--- src/rtl/md5_in_packer.sv ---
// md5_in_packer: packs 32-bit message words into 128-bit blocks through a 2-entry FIFO
// s_data/s_valid/s_ready : upstream word stream; flush drops a partly assembled block
// m_data/m_valid/m_ready : block stream to the hash core; first word lands in m_data[31:0]
// blk_cnt                : wrapping count of blocks taken by the core
module md5_in_packer #(
  parameter bit BYTE_SWAP  = 1'b0,
  parameter int FIFO_DEPTH = 2
) (
  input  logic         clk,
  input  logic         rst,
  input  logic [31:0]  s_data,
  input  logic         s_valid,
  output logic         s_ready,
  input  logic         flush,
  output logic [127:0] m_data,
  output logic         m_valid,
  input  logic         m_ready,
  output logic [15:0]  blk_cnt
);
  logic [1:0]   wcnt_q, wcnt_d, cnt_q, cnt_d;
  logic [95:0]  asm_q, asm_d;
  logic [127:0] f0_q, f0_d, f1_q, f1_d, blk;
  logic [15:0]  blk_cnt_q, blk_cnt_d;
  logic [31:0]  word;
  logic         wr, push, pop;
  assign word    = BYTE_SWAP ? {s_data[7:0], s_data[15:8], s_data[23:16], s_data[31:24]} : s_data;
  assign s_ready = cnt_q < 2'(FIFO_DEPTH);
  assign m_valid = cnt_q != 2'd0;
  // f0 may hold a stale block after the last pop, so mask it when empty
  assign m_data  = m_valid ? f0_q : 128'd0;
  assign blk_cnt = blk_cnt_q;
  assign wr      = s_valid && s_ready;
  assign push    = wr && !flush && wcnt_q == 2'd3;
  assign pop     = m_valid && m_ready;
  // words shift in from the top, so after three words asm_q = {w2, w1, w0}
  assign blk     = {word, asm_q};
  always_comb begin
    wcnt_d    = flush ? 2'd0 : wr ? wcnt_q + 2'd1 : wcnt_q;
    asm_d     = (wr && !flush) ? {word, asm_q[95:32]} : asm_q;
    f0_d      = pop ? ((push && cnt_q == 2'd1) ? blk : f1_q) : ((push && cnt_q == 2'd0) ? blk : f0_q);
    f1_d      = (push && (pop ? cnt_q == 2'd2 : cnt_q != 2'd0)) ? blk : f1_q;
    cnt_d     = cnt_q + {1'b0, push} - {1'b0, pop};
    blk_cnt_d = pop ? blk_cnt_q + 16'd1 : blk_cnt_q;
  end
  always_ff @(posedge clk) begin
    if (rst) begin
      wcnt_q    <= '0;
      asm_q     <= '0;
      cnt_q     <= '0;
      f0_q      <= '0;
      f1_q      <= '0;
      blk_cnt_q <= '0;
    end else begin
      wcnt_q    <= wcnt_d;
      asm_q     <= asm_d;
      cnt_q     <= cnt_d;
      f0_q      <= f0_d;
      f1_q      <= f1_d;
      blk_cnt_q <= blk_cnt_d;
    end
  end
endmodule

--- config.mk ---
export PLATFORM = sky130hd
export DESIGN_NAME = md5_in_packer
export DESIGN_NICKNAME = d
export VERILOG_FILES = /design/src/rtl/md5_in_packer.sv
export SDC_FILE = /design/constraint.sdc
export NUM_CORES = 1
export LEC_CHECK = 0
export ABC_AREA = 1
export BUFFER_PORTS_ARGS = -buffer_cell sky130_fd_sc_hd__buf_4
export CORE_UTILIZATION = 60
export CTS_BUF_LIST = sky130_fd_sc_hd__clkbuf_2
export DETAILED_ROUTE_END_ITERATION = 6
export GPL_TIMING_DRIVEN = 0
export PLACE_DENSITY_LB_ADDON = 0.3
export SLEW_MARGIN = 20
export SYNTH_ARGS = -nofsm -noshare
export SYNTH_HDL_FRONTEND = slang
export SYNTH_SLANG_ARGS = --single-unit
--- constraint.sdc ---
create_clock -name clk -period 2.2 [get_ports clk]
set_input_delay 0.44 -clock clk [delete_from_list [all_inputs] [get_ports clk]]
set_output_delay 0.44 -clock clk [all_outputs]
set_load 0.1 [all_outputs]
; ---- Word level (Yosys, flattened, before mapping)
; Index checks and enable logic that the tools add are counted.
[totals]
regBits = 372
latch_bits = 0
mem_bits_rw = 0
rom_bits = 0
inputBits = 37
out_inout_bits = 146
word_cells = 31
n_memories = 0
[classes]
n_addsub = 4
mul = 0
div_mod_pow = 0
order_cmp = 1
eq_ne = 3
shifts = 0
muxes = 5
bitwise = 0
reduce_logical = 12
[ops]
columns = op, count
row1 = $mux 128, 4
row2 = $add 16x1->16 const B, 1
row3 = $logic_and 1x1->1, 7
row4 = $eq 2x2->1 const B, 2
row5 = $reduce_bool 2->1, 2
row6 = $add 2x1->2, 1
row7 = $add 2x1->2 const B, 1
row8 = $eq 2x1->1 const B, 1
row9 = $logic_not 2->1, 1
row10 = $lt 2x2->1 const B, 1
row11 = $reduce_or 2->1, 1
row12 = $sub 2x1->2, 1
row13 = $logic_not 1->1, 1
row14 = $mux 1, 1

; ---- Longest topological paths before layout
; Gate-level depths: netlist (run 1).
[depth]
depth_word = 7
mapped_depth = 10
mapped_depth_nobuf = 9

; ---- Worst setup path after synthesis (run 1)
; OpenSTA, ideal clock, no wires.
[synth_path]
path_type = register to output
start = register cnt_q[1]
end = output port m_data[107]
arrival_time_ns = 2.237
t_required_ns = 1.760
path_slack_ns = -0.477
path_stages_with_launch = 5
path_buffers = 2
path_cell_list = dfxtp_1 -> nor2_4 -> buf_2 -> buf_1 -> nor2_1
[synth_between]
elab_chain_len = 2
[synth_lines]
columns = element, line_no
row1 = start: declaration, 20  ; logic [1:0] wcnt_q, wcnt_d, cnt_q, cnt_d;
row2 = start signal: assignment, 56  ; cnt_q <= cnt_d;
row3 = $reduce_bool 2->1, 28  ; assign m_valid = cnt_q != 2'd0;
row4 = $mux 128, 30  ; assign m_data = m_valid ? f0_q : 128'd0;
row5 = end: declaration, 15  ; output logic [127:0] m_data,
; No other way between the ends.

; ---- Worst setup path after layout (run 1)
[layout_path]
start = register cnt_q[0]
end = output port m_data[124]
; Same word-level chain as after synthesis.

==> results of run 1 <==
==> power breakdown <==
| group | total (mW) | internal (mW) | switching, mW |
|---|---|---|---|
| logic | 6.82 | 2.29 | 4.53 |
| clock network | 4.53 | 1.68 | 2.84 |
| registers | 7.79 | 7.47 | 0.320 |
==> cell type report <==
cell class / instances / area, µm²
Antenna cell: 2 / 5.00
Buffer: 187 / 1050
Clock buffer: 130 / 651
Clock inverter: 21 / 116
Fill cell: 2018 / 6250
Inverter: 376 / 1410
Multi-Input combinational cell: 1449 / 6970
Sequential cell: 372 / 7450
Tap cell: 341 / 427
Timing Repair Buffer: 230 / 2610
==> flip-flops by register name, summed over array words and instances, names as in the netlist <==
name	count
f0_q	128
f1_q	128
asm_q	96
blk_cnt	16
cnt_q	2
wcnt_q	2
==> per-layer routing <==
layer	up-vias	part of all wire, %	global-route usage (%)	wire [µm]
met3	230	8.4	6.09	4610
met5	-	0	0	0
met2	933	47	63.8	26000
li1	8244	-	-	-
met1	8043	39	46.2	21400
met4	0	5.8	21.4	3200
==> metrics by stage <==
stage | cell area, µm² | TNS, ns | std cells
3_3_place_gp | 18500 | -52.56 | 2907
5_1_grt | 20700 | -55.53 | 3107
3_5_place_dp | 18500 | -7.77 | 2907
6_report | 20700 | -49.15 | 3108
4_1_cts | 20400 | -50.19 | 3104
2_1_floorplan | 16700 | -44.65 | 2384
==> critical path, stage by stage (launching register included) <==
cell	delay, ns
dfxtp_4	0.37
nor2_4	0.05
buf_6	0.11
buf_12	0.14
buf_12	0.13
buf_16	0.14
nor2_4	0.11
buf_12	0.18
==> what timing repair did <==
action                                  4_1_cts  5_1_grt
hold endpoints to repair                    106        0
pin swaps                                     1        0
cloned                                        1        1
endpoints found under the setup margin      130      217
setup buffers                                 8        1
gates resized for setup                     184       63
hold buffers                                 37        0
==> placed cells by master (no fill, tap or decap), types with 2 or more instances in the layout <==
master / n
a21oi_1: 362
buf_1: 5
buf_12: 36
buf_16: 3
buf_2: 72
buf_4: 85
buf_6: 100
clkbuf_1: 75
clkbuf_16: 2
clkbuf_2: 131
clkinv_1: 15
clkinvlp_4: 3
dfxtp_1: 370
dfxtp_4: 2
diode_2: 2
dlygate4sd3_1: 37
ha_1: 4
inv_1: 372
inv_2: 5
nand2_1: 418
nand2_2: 2
nand3_1: 233
nand3_2: 3
nand3b_1: 32
nand4_1: 3
nor2_1: 109
nor2_2: 12
nor2_4: 32
nor3_1: 2
o21ai_0: 166
o21ai_1: 64
xnor2_1: 2
==> cell families (layout without fill, tap and decap cells) <==
group | Yosys count | in the layout | synth area share, %
and+or+nand+nor | 849 | 849 | 22.3
adders and majority gates | 4 | 4 | 0.303
buffers and inverters | 563 | 944 | 14.2
other | 0 | 2 | 0
xor gates and xnor gates | 3 | 3 | 0.159
DFF | 372 | 372 | 45.1
AOI/OAI and AO/OA | 593 | 593 | 18.0
==> final timing paths <==
check | end | slack (ns) | depth (start not counted)
max | m_data[124] | -0.45 | 7
min | cnt_q[1] | 0.15 | 6
max reg2reg | cnt_q[1] | 0 | 12
min reg2reg | f1_q[60] | 0.46 | 2
==> results.py, run 1 <==
metrics = {
    "placed_design": {
        "place.gp.congestion": 0.915,
        "hpwlAfterDp_um": 35700,
        "dp_slack_ns": -0.404,
        "port_buffers": 182,
    },
    "sta": {
        "layout_min_cycle_time_ns": 2.65,
        "report.final.slew_viol_count": 0,
        "rsz0062_at_grt": "true",
        "tightest_slew_ns": 1.07,
        "final.period_utilization_pct": 120,
        "max_freq_ghz": 0.378,
        "relSlewSlack_pct": 28.8,
        "fin_skew_ns": 0.0618,
        "fin_hold_ws_ns": 0.150,
        "post-route-worst-setup-slack_ns": -0.449,
        "final-setup-viol-count": 129,
        "hold_violations": 0,
    },
    "floorplanning": {
        "die_area_um2": 28200,
        "die_h_um": 168,
        "io_pins": 183,
        "row_count": 60,
        "initial_core_util_pct": 61.3,
        "design.core.area_um2": 27000,
        "die_x_um": 168,
    },
    "setup_path": {
        "cp-end-kind": "output pin",
        "required_ns": 1.76,
        "cp.arrival_ns": 2.21,
        "cp_max_fo": 5,
        "worst_setup_path_start_kind": "flip-flop",
        "reg2reg_from": "cnt_q[0]",
        "critPathKind": "reg2out",
        "crit_start": "cnt_q[0]",
    },
    "yosys": {
        "yosys_warnings": 0,
        "ys_ff_latch": 372,
        "synth-seq-area-share_pct": 45.1,
        "yosysTopAreaCell": "dfxtp_1",
        "syn_inst": 2384,
        "syn_area_per_cell_um2": 6.93,
        "synth.net_count": 2425,
        "post-synth-top-count-cell": "nand2_1",
        "ys_types": 29,
        "synth_edf_count": 0,
        "synthTopCellsByArea": "dfxtp_1, a21oi_1, nand2_1",
        "synth_common_cells": "nand2_1, inv_1, dfxtp_1",
        "yosys.area.top_type_share_pct": 45.1,
        "synth_ff_type": "dfxtp_1",
        "synthesis.area_um2": 16500,
        "async_flop_share_pct": 0,
    },
    "detailed_routing": {
        "num_vias": 17500,
        "wire_per_inst_um": 17.8,
        "routed_wl_um": 55200,
        "ant_nets": 0,
        "vias_per_cell": 5.61,
        "drtPass1Iterations": 6,
        "drt_iter0_drc": 1620,
        "drc": 0,
    },
    "outcome": {
        "violations": "setup timing",
        "status": "finished, violations left",
    },
    "pwr": {
        "power.leakage_nw": 9.08,
        "power_mw": 19.1,
        "power.density_nw_per_um2": 924,
        "vdd_ir_drop_max_v": 0.000692,
    },
    "run": {
        "drv_cap": 0,
    },
    "finish": {
        "fin_util_pct": 76.8,
        "drive_gt1_share_pct": 17.8,
        "areaGrowthSynthToFinish_pct": 25.3,
        "nets": 2749,
    },
    "clock_network": {
        "insertion_delay_ns": 0.95,
        "cts_tree": "built",
        "clockBufferDepth": 3,
        "clkTransAtPathRegs_ns": 0.10,
        "numClockSinks": 372,
        "clockRootBuffer": "clkbuf_2",
        "cts-htree-levels": 3,
        "cts_buffers": 92,
    },
    "min_path": {
        "hp-start": "s_valid",
        "hold_path.class": "in2reg",
    },
    "global_routing": {
        "antenna_found_initial": 1,
        "grt_max_degree": 14,
        "grt_pass1_wl_um": 84700,
        "grt_pass1_vias": 16600,
        "grtUsageTotal_pct": 37.9,
        "grt_overflow": 0,
    },
}
(Power assumes the default switching activity.)
==> run 2, diff against run 1 <==
--- a/config.mk
+++ b/config.mk
@@ -7,6 +7,7 @@
 export LEC_CHECK = 0
 export ABC_AREA = 1
 export BUFFER_PORTS_ARGS = -buffer_cell sky130_fd_sc_hd__buf_4
+export CORE_ASPECT_RATIO = 1.75
 export CORE_UTILIZATION = 60
 export CTS_BUF_LIST = sky130_fd_sc_hd__clkbuf_2
 export DETAILED_ROUTE_END_ITERATION = 6
==> run 2 against run 1 <==
The run ends with DRC, setup timing left. Core utilization fell by 2.4 points. Clock skew decreased by 0.0023 ns. Sequential cell count did not move. Hold slack lost 0.016 ns. Setup slack better by 0.0034 ns.
==> results.py, run 2 (same netlist as run 1, synthesis figures left out) <==
metrics = {
    "outcome": {
        "status": "finished, violations left",
        "violations": "DRC, setup timing",
    },
    "setup_path": {
        "cp.arrival_ns": 2.21,
        "required_ns": 1.76,
        "cp-end-kind": "output pin",
        "worst_setup_path_start_kind": "flip-flop",
        "cp_max_fo": 10,
        "critPathKind": "reg2out",
    },
    "sta": {
        "tightest_slew_ns": 0.987,
        "fin_skew_ns": 0.0595,
        "final-setup-viol-count": 129,
        "max_freq_ghz": 0.378,
        "layout_min_cycle_time_ns": 2.65,
        "rsz0062_at_grt": "true",
        "relSlewSlack_pct": 34.2,
        "report.final.slew_viol_count": 0,
        "post-route-worst-setup-slack_ns": -0.445,
        "setup-tns-final_ns": -50.79,
        "final.period_utilization_pct": 120,
        "hold_violations": 0,
        "fin_hold_ws_ns": 0.134,
    },
    "global_routing": {
        "grt_overflow": 0,
        "grtUsageTotal_pct": 36.5,
        "antenna_found_initial": 3,
        "grt_max_degree": 11,
        "grt_pass1_wl_um": 80500,
        "grt_pass1_vias": 16300,
    },
    "clock_network": {
        "clkTransAtPathRegs_ns": 0.11,
        "cts_tree": "built",
        "clockBufferDepth": 3,
        "numClockSinks": 372,
        "cts_buffers": 81,
        "insertion_delay_ns": 1.01,
        "cts-htree-levels": 3,
        "clockRootBuffer": "clkbuf_2",
    },
    "floorplanning": {
        "design.core.area_um2": 27100,
        "die_h_um": 222,
        "row_count": 80,
        "die_x_um": 127,
        "initial_core_util_pct": 60.9,
        "die_area_um2": 28200,
        "io_pins": 183,
    },
    "pwr": {
        "power_mw": 18.2,
        "power.density_nw_per_um2": 901,
        "power.leakage_nw": 8.86,
        "vdd_ir_drop_max_v": 0.000667,
    },
    "min_path": {
        "hold_path.class": "in2reg",
    },
    "detailed_routing": {
        "drtPass1Iterations": 7,
        "ant_nets": 0,
        "drt_iter0_drc": 1304,
        "routed_wl_um": 51400,
        "wire_per_inst_um": 16.5,
        "num_vias": 16800,
        "drc": 4,
        "vias_per_cell": 5.41,
    },
    "finish": {
        "mostFrequentLayoutCells": "nand2_1, inv_1, dfxtp_1, a21oi_1, nand3_1",
        "n_fill_cell": 2124,
        "final_common_cell": "nand2_1",
        "reg_top3": "f0_q x128, f1_q x128, asm_q x96",
        "drive_gt1_share_pct": 17.1,
        "areaGrowthSynthToFinish_pct": 22.2,
        "nets": 2730,
        "finalInstanceArea_um2": 20200,
    },
    "placed_design": {
        "post_dp_cell_area_um2": 18500,
        "port_buffers": 182,
        "hpwlAfterDp_um": 36400,
        "place.gp.congestion": 0.987,
    },
    "run": {
        "drv_cap": 0,
    },
}
## run 2: layout make-up
cell class	instances	area [µm²]	share of cell area, %
Antenna cell	4	10.0	0.0496
Inverter	376	1410	7.00
Clock inverter	17	63.8	0.316
Clock buffer	115	576	2.85
Multi-Input combinational cell	1449	6940	34.4
Buffer	187	1030	5.09
Timing Repair Buffer	222	2240	11.1
Tap cell	369	462	2.29
Sequential cell	372	7450	36.9
## run 2: final timing paths
kind            start    endpoint  slack, ns  depth (start not counted)
max          cnt_q[0]  m_data[80]      -0.45                          5
min           s_valid    cnt_q[1]       0.13                          6
max reg2reg  cnt_q[1]   asm_q[20]       0.07                          7
min reg2reg  f1_q[64]    f1_q[64]       0.46                          2
## run 2: worst max-delay path, cell delays in order (launching register included)
cell and delay (ns):
dfxtp_2 0.39, nor2_4 0.07, clkbuf_16 0.18, buf_4 0.19, nor2_1 0.14, buf_6 0.25
## run 2: stage by stage
step / worst slack, ns / utilization [%] / instances
after global placement: -0.424 / 68.3 / 2935
after CTS: -0.463 / 74.1 / 3106
final: -0.445 / 74.4 / 3111
after global routing: -0.502 / 74.4 / 3110
after floorplan: -0.445 / - / 2384
after detailed placement: -0.445 / 68.3 / 2935
## run 2: metal layers
metal  GRT usage, %  vias to the layer above  part of all wire, %  wire length [µm]
met4           29.5                        2                  8.1              4160
met1           36.6                     7622                   35             17900
met3           6.83                      251                  6.3              3260
li1               -                     8181                    -                 -
met5              0                        -                0.025                13
met2           64.8                      779                   51             26100
## run 2: power breakdown
| part | internal, mW | total (mW) | switching (mW) | leakage [nW] |
|---|---|---|---|---|
| combinational | 2.02 | 6.31 | 4.29 | 5.33 |
| clock | 1.37 | 4.10 | 2.73 | 0.510 |
| sequential | 7.47 | 7.79 | 0.319 | 3.02 |
## run 2: what timing repair did
action	in CTS	in global routing
setup buffers	2	1
pin swaps	1	0
endpoints found under the hold margin	106	0
setup endpoints to repair	135	232
cloned	0	0
resized for setup	158	19
hold buffers	37	0
